File: config.mk
export PLATFORM = sky130hd
export DESIGN_NAME = click_decoder
export DESIGN_NICKNAME = d
export VERILOG_FILES = /design/src/rtl/click_decoder_pkg.sv /design/src/rtl/click_ms_tick.sv /design/src/rtl/click_decoder.sv
export SDC_FILE = /design/constraint.sdc
export NUM_CORES = 1
export LEC_CHECK = 0
export ABC_AREA = 0
export BUFFER_PORTS_ARGS = -buffer_cell sky130_fd_sc_hd__clkbuf_2
export CELL_PAD_IN_SITES_DETAIL_PLACEMENT = 0
export CELL_PAD_IN_SITES_GLOBAL_PLACEMENT = 1
export CORE_ASPECT_RATIO = 1.25
export CORE_UTILIZATION = 45
export CTS_CLUSTER_SIZE = 10
export DETAILED_ROUTE_END_ITERATION = 8
export GPL_ROUTABILITY_DRIVEN = 0
export PLACE_DENSITY = 0.77
export REMOVE_ABC_BUFFERS = 1
export SLEW_MARGIN = 20
export SYNTH_ARGS = -nofsm -noshare
export SYNTH_HDL_FRONTEND = slang
export SYNTH_HIERARCHICAL = 1
export SYNTH_SLANG_ARGS = --single-unit
File: constraint.sdc
create_clock -name clk -period 3.1 [get_ports clk]
set_clock_uncertainty 0.05 [all_clocks]
set_input_delay 0.155 -clock clk [delete_from_list [all_inputs] [get_ports clk]]
set_output_delay 0.155 -clock clk [all_outputs]
set_load 0.01 [all_outputs]
File: src/rtl/click_decoder_pkg.sv
// rtl/click_decoder_pkg.sv - shared state type and timer sizing for click_decoder
package click_decoder_pkg;

    typedef enum logic [2:0] {
        IDLE,
        PRESS1,
        WAIT2,
        PRESS2,
        LONG_HOLD
    } click_state_t;

    // One spare bit above the largest threshold so the saturating counter never aliases it
    function automatic int ms_width(input int long_ms, input int double_ms);
        int m;
        m = (long_ms > double_ms) ? long_ms : double_ms;
        return $clog2(m) + 1;
    endfunction

endpackage

File: src/rtl/click_ms_tick.sv
// rtl/click_ms_tick.sv - millisecond prescaler with synchronous clear
module click_ms_tick #(
    parameter int CPM = 50_000
) (
    input  logic clk_i,
    input  logic rst_i,
    input  logic clr_i,
    output logic tick_o
);

    localparam int PW = (CPM > 1) ? $clog2(CPM) : 1;
    localparam logic [PW-1:0] LAST = PW'(CPM - 1);

    logic [PW-1:0] presc_q, presc_d;

    assign tick_o = (presc_q == LAST);

    always_comb begin
        presc_d = presc_q + 1'b1;
        if (clr_i || tick_o) begin
            presc_d = '0;
        end
    end

    always_ff @(posedge clk_i) begin
        if (rst_i) begin
            presc_q <= '0;
        end else begin
            presc_q <= presc_d;
        end
    end

endmodule

File: src/rtl/click_decoder.sv
// rtl/click_decoder.sv - single/double/long click classifier; auto-repeat under CLICK_DECODER_REPEAT_EN
module click_decoder
    import click_decoder_pkg::*;
#(
    parameter int CLK_HZ    = 50_000_000,
    parameter int LONG_MS   = 500,
    parameter int DOUBLE_MS = 250,
    parameter int REPEAT_MS = 100
) (
    input  logic clk,
    input  logic rst,
    input  logic btn_pressed,
    input  logic btn_state,
    input  logic btn_released,
    output logic single_click,
    output logic double_click,
    output logic long_press,
    output logic repeat_tick,
    output logic busy
);

    localparam int CPM  = CLK_HZ / 1000;
    localparam int MS_W = ms_width(LONG_MS, DOUBLE_MS);
    localparam logic [MS_W-1:0] LONG_LAST   = MS_W'(LONG_MS - 1);
    localparam logic [MS_W-1:0] DOUBLE_LAST = MS_W'(DOUBLE_MS - 1);

    if ((CLK_HZ % 1000) != 0 || CLK_HZ < 1000 || LONG_MS < 1 || DOUBLE_MS < 1 || REPEAT_MS < 1) begin : g_bad_param
        $error("click_decoder: invalid timing parameters");
    end

    click_state_t    state_q, state_d;
    logic [MS_W-1:0] ms_q, ms_d;
    logic            tick, timer_clr;
    logic            press_v, rel_v, long_hit, double_hit;
    logic            single_d, double_d, long_d;
    logic            single_q, double_q, long_q, busy_q;

    assign press_v   = btn_pressed & ~btn_released;
    assign rel_v     = btn_released & ~btn_pressed;
    assign timer_clr = (state_d != state_q);

    // Hit on the tick that would advance ms to N, so the decision lands N*CPM cycles after the event
    assign long_hit   = tick && (ms_q == LONG_LAST);
    assign double_hit = tick && (ms_q == DOUBLE_LAST);

    click_ms_tick #(
        .CPM (CPM)
    ) u_ms_tick (
        .clk_i  (clk),
        .rst_i  (rst),
        .clr_i  (timer_clr),
        .tick_o (tick)
    );

    always_comb begin
        state_d  = state_q;
        single_d = 1'b0;
        double_d = 1'b0;
        long_d   = 1'b0;
        case (state_q)
            IDLE: begin
                if (press_v) state_d = PRESS1;
            end
            PRESS1: begin
                if (rel_v) begin
                    state_d = WAIT2;
                end else if (long_hit) begin
                    long_d  = 1'b1;
                    state_d = LONG_HOLD;
                end
            end
            WAIT2: begin
                if (press_v) begin
                    state_d = PRESS2;
                end else if (double_hit) begin
                    single_d = 1'b1;
                    state_d  = IDLE;
                end
            end
            PRESS2: begin
                if (rel_v) begin
                    double_d = 1'b1;
                    state_d  = IDLE;
                end else if (long_hit) begin
                    long_d  = 1'b1;
                    state_d = LONG_HOLD;
                end
            end
            LONG_HOLD: begin
                if (rel_v || !btn_state) state_d = IDLE;
            end
            default: state_d = IDLE;
        endcase
    end

    always_comb begin
        ms_d = ms_q;
        if (timer_clr) begin
            ms_d = '0;
        end else if (tick && (ms_q != '1)) begin
            ms_d = ms_q + 1'b1;
        end
    end

    always_ff @(posedge clk) begin
        if (rst) begin
            state_q  <= IDLE;
            ms_q     <= '0;
            single_q <= 1'b0;
            double_q <= 1'b0;
            long_q   <= 1'b0;
            busy_q   <= 1'b0;
        end else begin
            state_q  <= state_d;
            ms_q     <= ms_d;
            single_q <= single_d;
            double_q <= double_d;
            long_q   <= long_d;
            busy_q   <= (state_d != IDLE);
        end
    end

    assign single_click = single_q;
    assign double_click = double_q;
    assign long_press   = long_q;
    assign busy         = busy_q;

`ifdef CLICK_DECODER_REPEAT_EN
    localparam int REP_W = $clog2(REPEAT_MS) + 1;
    localparam logic [REP_W-1:0] REP_LAST = REP_W'(REPEAT_MS - 1);

    logic [REP_W-1:0] rep_q, rep_d;
    logic             rep_hit, repeat_d, repeat_q;

    assign rep_hit = tick && (rep_q == REP_LAST);

    // A release on the repeat boundary leaves LONG_HOLD, which suppresses that repeat
    always_comb begin
        repeat_d = (state_q == LONG_HOLD) && (state_d == LONG_HOLD) && rep_hit;
        rep_d    = rep_q;
        if (timer_clr || (state_q != LONG_HOLD) || rep_hit) begin
            rep_d = '0;
        end else if (tick) begin
            rep_d = rep_q + 1'b1;
        end
    end

    always_ff @(posedge clk) begin
        if (rst) begin
            rep_q    <= '0;
            repeat_q <= 1'b0;
        end else begin
            rep_q    <= rep_d;
            repeat_q <= repeat_d;
        end
    end

    assign repeat_tick = repeat_q;
`else
    assign repeat_tick = 1'b0;
`endif

endmodule

### After elaboration in Yosys (flattened, before gate mapping)

Index checks and enable logic that the tools add are counted.

* word-level logic and storage cells: 50
* bits in registers: 33
* output and inout bits: 5

* muxes and demuxes: 11
* add/sub/neg operators: 2
* eq/ne operators: 9
* reduce and logical (&&, ||, !) cells: 14
* bitwise logic cells: 7

Operator list (number)
* 3-bit 2-to-1 mux: 7
* 16-bit by 1-bit adder with 16-bit output (second input constant): 1
* 16-bit equality test (second input constant): 1
* 3-bit one-hot mux with 5 select lines: 1
* 10-bit by 1-bit adder with 10-bit output (second input constant): 1
* 10-bit by 8-bit equality test with 1-bit output (second input constant): 1
* 10-bit by 9-bit equality test with 1-bit output (second input constant): 1
* 10-bit != test (second input constant): 1
* 2-bit OR reduction: 4
* 3-bit by 2-bit equality test with 1-bit output (second input constant): 2
* 3-bit OR reduction: 2
* 1-bit NOT: 5
* 3-bit by 1-bit equality test with 1-bit output (second input constant): 1
* 3-bit equality test (second input constant): 1
* 1-bit logical AND: 3
* 3-bit zero test: 1
* 1-bit 2-to-1 mux: 3
* 3-bit != test: 1
* 3-bit nonzero test: 1
* 1-bit AND: 2
* 1-bit logical OR: 2
* 1-bit zero test: 1

### Longest topological paths before layout

* word-level depth: 8
* depth in mapped cells: 12
* mapped depth without buffers: 10

### Hierarchy

Netlist, hierarchy kept.

By module, submodules not included
* click_decoder: seq. area each 340.3 µm², instances 1, cells each 121, area each 1021.0 µm²
* click_ms_tick: seq. area each 320.3 µm², instances 1, cells each 80, area each 720.7 µm²

### Least setup slack after synthesis

No wires, ideal clock.

* kind: reg2reg
* start: register u_ms_tick.presc_q[10]
* end: register u_ms_tick.presc_q[4]
* setup slack: 0.476 ns
* clock period less this slack: 2.624 ns
* stages on the path, launching flop included: 12
* path buffers: 2
* data arrival time: 2.459 ns
* path through: dfxtp_1 > or4b_1 > nor4_2 > inv_1 > nor4_4 > or3_1 > nand3_1 > nand2_1 > or3_1 > buf_6 > buf_8 > nor2_1

* word-level cells in the longest chain between the ends: 8
* elaborated cells between the ends (all ways): 12

RTL lines
* start: declaration: line click_ms_tick.sv:14 `logic [PW-1:0] presc_q, presc_d;`
* start signal: assignment: line click_ms_tick.sv:29 `presc_q <= presc_d;`
* 16-bit equality test (*): line click_ms_tick.sv:16 `assign tick_o = (presc_q == LAST);`
* net tick: line click_decoder.sv:33 `logic tick, timer_clr;`
* 1-bit logical AND, on equally long branches: line click_decoder.sv:43, click_decoder.sv:44
* 3-bit 2-to-1 mux, on equally long branches: line click_decoder.sv:67, click_decoder.sv:84, click_decoder.sv:75
* 3-bit 2-to-1 mux, on equally long branches: line click_decoder.sv:81, click_decoder.sv:65, click_decoder.sv:73
* 3-bit one-hot mux with 5 select lines (*): line click_decoder.sv:60 `case (state_q)`
* 3-bit != test (*): line click_decoder.sv:40 `assign timer_clr = (state_d != state_q);`
* net timer_clr: line click_decoder.sv:33
* 1-bit logical OR (*): line click_ms_tick.sv:20 `if (clr_i || tick_o) begin`
* 2-bit OR reduction (no source line) (*)

Mark *: on every way through the listed nets, which the timed path passes. The rest lies on a longest branch.
A chain may end at the register's enable or synchronous reset.

### Worst setup path in the final report

* start: register u_ms_tick.presc_q[10]
* end: register u_ms_tick.presc_q[10]

The elaborated chain is that of the path after synthesis.

==> results_tabular.tex <==
\begin{tabular}{lr}
\hline
Metric & Value \\
\hline
\multicolumn{2}{l}{\textbf{CTS}} \\
Worst skew pair latency & 280 ps \\
H-tree level count & 2 \\
Buffer cell driving the clock tree root & sky130\_fd\_sc\_hd\_\_clkbuf\_8 \\
Clock Tree Buf Depth & 2 \\
Clock Pin Slew Worst Setup and Hold Paths & 60 ps \\
Number of hold-repair buffers added at the cts stage & 0 \\
Post-CTS setup buffers & 0 \\
TritonCTS clock tree & yes \\
TritonCTS Sinks & 33 \\
Number of cells upsized or downsized after cts & 0 \\
Number of CTS-inserted buffers & 5 \\
\multicolumn{2}{l}{\textbf{Detailed routing}} \\
Number of nets with antenna violations after routing & 0 \\
Overall via count from detail\_route & 1449 \\
Detailed Routing Iterations Pass 1 & 9 \\
Iter 0 DRT Violations & 85 \\
Wire length reported by the detailed router & 3520 µm \\
Residual DRC & 2 \\
Via-to-Cell Ratio & $\sim$5.8 \\
Average wire length per cell after detail routing & around 14 µm \\
\multicolumn{2}{l}{\textbf{Global route}} \\
Number of antenna violations at the first check in global routing & 0 \\
Vias in the first global route & roughly 1400 \\
Pin count of the biggest net entering global routing & 17 \\
Wire length of the first global-routing pass & 5980 µm \\
Overflow left after global routing & 0 \\
Tot GR Track Use & 0.187 \\
\multicolumn{2}{l}{\textbf{Synthesis}} \\
Synth area leaders & sky130\_fd\_sc\_hd\_\_dfxtp\_1, sky130\_fd\_sc\_hd\_\_nor2\_1, sky130\_fd\_sc\_hd\_\_xnor2\_1 \\
Number of synthesized flops with an enable pin & 0 \\
Area share of the leading cell type in the synthesized netlist & 0.379 \\
Count of synthesis-stage warnings from yosys & 6 \\
Average cell area after synthesis & around 8.7 µm² \\
Post-Syn Instances & 201 \\
Post-synth top flop & sky130\_fd\_sc\_hd\_\_dfxtp\_1 \\
Count of distinct cell types in the synthesized netlist & 51 \\
Cell area after synthesis & 1740 µm² \\
Sequential element share of the synthesized area & 0.379 \\
Post-synthesis async set-or-reset flop share & 0 \\
Post-synthesis sequential element count & 33 \\
Largest area contributor in the netlist & sky130\_fd\_sc\_hd\_\_dfxtp\_1 \\
\multicolumn{2}{l}{\textbf{Critical path}} \\
Startpoint type of the worst setup path & flop \\
Data arrival at the endpoint of the critical path & 2920 ps \\
Reg2Reg Setup Slack & 270 ps \\
Setup crit end kind & flop \\
Crit path cell chain & or4b\_1 -> nor4\_2 -> inv\_1 -> nor4\_4 -> or3\_1 -> nand3\_1 -> nand2\_1 -> or3\_1 -> nor2\_1 \\
Slowest cell on the critical path & sky130\_fd\_sc\_hd\_\_or4b\_1 \\
Worst Path Class, Setup & flop to flop \\
Reg-to-Reg Start & u\_ms\_tick/presc\_q[10]\$\_SDFF\_PP0\_ \\
Family with the most delay on the worst path & simple AND/OR/NAND/NOR gates \\
Worst Path Required & roughly 3200 ps \\
Most repeated library cell on the critical path & sky130\_fd\_sc\_hd\_\_or3\_1 \\
Buffer and inverter count on the worst path & 1 \\
Capture point of the worst reg-to-reg path & u\_ms\_tick/presc\_q[10]\$\_SDFF\_PP0\_ \\
Depth of the worst register-to-register path & 9 \\
CP peak stage delay & 550 ps \\
CP max FO & 16 \\
\multicolumn{2}{l}{\textbf{Timing}} \\
Final Hold Slack & 102 ps \\
Max Transition Viols Final & 0 \\
Final Setup Violations & 0 \\
Final worst-path cycle share & 0.911 \\
Number of hold violations in the final report & 0 \\
Unrepaired setup endpoints after global routing & no \\
Final min period & 2830 ps \\
Slew at the pin closest to its max-slew limit & 570 ps \\
Timing-limited maximum frequency & 354 MHz \\
Worst rel slew slack & 0.620 \\
Setup total negative slack & 0 ps \\
\multicolumn{2}{l}{\textbf{Power}} \\
Post-route total power & 0.891 mW \\
IR drop worst, VDD & 0.360 mV \\
Power density over the cells & 470 nW/µm² \\
Leakage dissipation & 0.630 nW \\
\multicolumn{2}{l}{\textbf{Floorplan}} \\
Number of top-level design ports & 10 \\
DIE WIDTH & 57.6 µm \\
Core region area & between 3000 and 4000 µm² \\
Die Footprint & 4120 µm² \\
Die H & between 70 and 80 µm \\
Core Rows & 24 \\
Initial core utilization & 0.483 \\
\multicolumn{2}{l}{\textbf{Min path}} \\
Min-Delay Endpoint & state\_q[2]\$\_SDFF\_PP0\_ \\
Number of stages on the worst hold path & 2 \\
Path class of the lowest-slack min-delay path & primary input to flop \\
Hold\_sp & rst \\
\multicolumn{2}{l}{\textbf{Placed design}} \\
Count of buffers inserted at the top-level ports & 8 \\
HPWL Detailed & 2500 µm \\
\multicolumn{2}{l}{\textbf{Layout}} \\
Fin util & 0.526 \\
Final \#Nets & 219 \\
Growth of design area from synthesis to finish & 8.84\% \\
Layout fillers & 360 \\
Fraction of final layout cells with drive strength greater than 1 & 0.127 \\
N\_diodes & 0 \\
\multicolumn{2}{l}{\textbf{Run}} \\
Count of maximum capacitance violations & 0 \\
\multicolumn{2}{l}{\textbf{Run status}} \\
Failing checks & design-rule violations \\
Status & complete, but fails checks \\
\hline
\end{tabular}
## stage by stage
step | instance area (µm²) | std cells | setup WS [ps]
6_report | 1900 | 251 | 274
5_1_grt | 1900 | 251 | 89.5
4_1_cts | 1900 | 251 | 278
3_5_place_dp | 1780 | 243 | 298
3_3_place_gp | 1780 | 243 | 403
2_1_floorplan | 1680 | 194 | 419
## layout by cell type (no fill, tap or decap), types with 2 or more instances in the layout
master,Yosys,routed
sky130_fd_sc_hd__dfxtp_1,33,33
sky130_fd_sc_hd__inv_1,10,10
sky130_fd_sc_hd__nand2b_1,2,2
sky130_fd_sc_hd__nand3b_1,3,3
sky130_fd_sc_hd__nand3_1,11,11
sky130_fd_sc_hd__nor2_1,36,36
sky130_fd_sc_hd__xnor2_1,15,15
sky130_fd_sc_hd__clkbuf_2,0,8
sky130_fd_sc_hd__or4b_1,2,2
sky130_fd_sc_hd__and3_1,3,3
sky130_fd_sc_hd__xor2_1,4,4
sky130_fd_sc_hd__nor3_1,6,6
sky130_fd_sc_hd__or3_1,2,2
sky130_fd_sc_hd__o22ai_1,2,2
sky130_fd_sc_hd__nand2_1,9,9
sky130_fd_sc_hd__ha_1,3,3
sky130_fd_sc_hd__buf_4,1,2
sky130_fd_sc_hd__a21oi_1,5,5
sky130_fd_sc_hd__or4bb_1,2,2
sky130_fd_sc_hd__nor4_1,8,8
sky130_fd_sc_hd__clkbuf_8,0,6
sky130_fd_sc_hd__o21ai_0,2,2
sky130_fd_sc_hd__nand4_1,7,7
sky130_fd_sc_hd__nor3_2,2,2
sky130_fd_sc_hd__nor2b_1,2,2
## cells in the mapped netlist (3+ instances only)
library cell               instances
sky130_fd_sc_hd__nand4_1           7
sky130_fd_sc_hd__xnor2_1          15
sky130_fd_sc_hd__and3_1            3
sky130_fd_sc_hd__nor4_1            8
sky130_fd_sc_hd__a21oi_1           5
sky130_fd_sc_hd__nor2_1           36
sky130_fd_sc_hd__nor3_1            6
sky130_fd_sc_hd__buf_6             3
sky130_fd_sc_hd__dfxtp_1          33
sky130_fd_sc_hd__nand2_1           9
sky130_fd_sc_hd__ha_1              3
sky130_fd_sc_hd__nand3b_1          3
sky130_fd_sc_hd__inv_1            10
sky130_fd_sc_hd__nand3_1          11
sky130_fd_sc_hd__xor2_1            4
## worst max-delay path by stage
stage	from	to	slack (ps)	cells past startpoint
after floorplan	u_ms_tick/presc_q[10]$_SDFF_PP0_	u_ms_tick/presc_q[10]$_SDFF_PP0_	420	9
after global placement	u_ms_tick/presc_q[7]$_SDFF_PP0_	u_ms_tick/presc_q[2]$_SDFF_PP0_	400	9
after detailed placement	u_ms_tick/presc_q[10]$_SDFF_PP0_	u_ms_tick/presc_q[11]$_SDFF_PP0_	300	9
after CTS	u_ms_tick/presc_q[10]$_SDFF_PP0_	u_ms_tick/presc_q[10]$_SDFF_PP0_	280	9
after global routing	u_ms_tick/presc_q[10]$_SDFF_PP0_	u_ms_tick/presc_q[6]$_SDFF_PP0_	90	9
final	u_ms_tick/presc_q[10]$_SDFF_PP0_	u_ms_tick/presc_q[10]$_SDFF_PP0_	270	9
## logic make-up after synthesis
family	synth area share
adder cells (fa/ha/maj)	0.0216
buffers and inverters	0.0596
other	0.00215
AO/OA/AOI/OAI	0.0920
flip-flops	0.379
multiplexers	0.0122
XOR/XNOR	0.0955
AND/OR/NAND/NOR	0.338
## registers in the layout (all words and copies together), names as in the netlist
register,flops
state_q,3
double_click,1
ms_q,10
busy,1
long_press,1
u_ms_tick/presc_q,16
single_click,1
## per-layer routing
metal  GRT usage  wire, µm  vias up
met4      0.0976        79        0
met1       0.207      1560      677
met2       0.333      1770       32
met5           0         0        -
li1            -         -      733
met3      0.0343       110        7
## power breakdown
group          leakage (nW)  internal, mW  switching [mW]
Combinational         0.305        0.0182          0.0284
Sequential            0.267         0.430         0.00785
Clock                0.0585         0.262           0.145
## area by class of cell
cell class / instances / area (µm²) / share of cell area
Clock buffer: 7 / 86.3 / 0.0455
Timing Repair Buffer: 10 / 55.1 / 0.0290
Tap cell: 39 / 48.8 / 0.0257
Sequential cell: 33 / 661 / 0.349
Inverter: 10 / 37.5 / 0.0198
Multi-Input combinational cell: 151 / 977 / 0.516
Clock inverter: 1 / 30.0 / 0.0158
## worst register-to-register path: stages, from the launching register on
cell and delay (ps):
sky130_fd_sc_hd__dfxtp_1 360, sky130_fd_sc_hd__or4b_1 550, sky130_fd_sc_hd__nor4_2 300, sky130_fd_sc_hd__inv_1 120, sky130_fd_sc_hd__nor4_4 380, sky130_fd_sc_hd__or3_1 190, sky130_fd_sc_hd__nand3_1 80, sky130_fd_sc_hd__nand2_1 70
sky130_fd_sc_hd__or3_1 470, sky130_fd_sc_hd__nor2_1 120
Power figures use the tool's default switching activity.
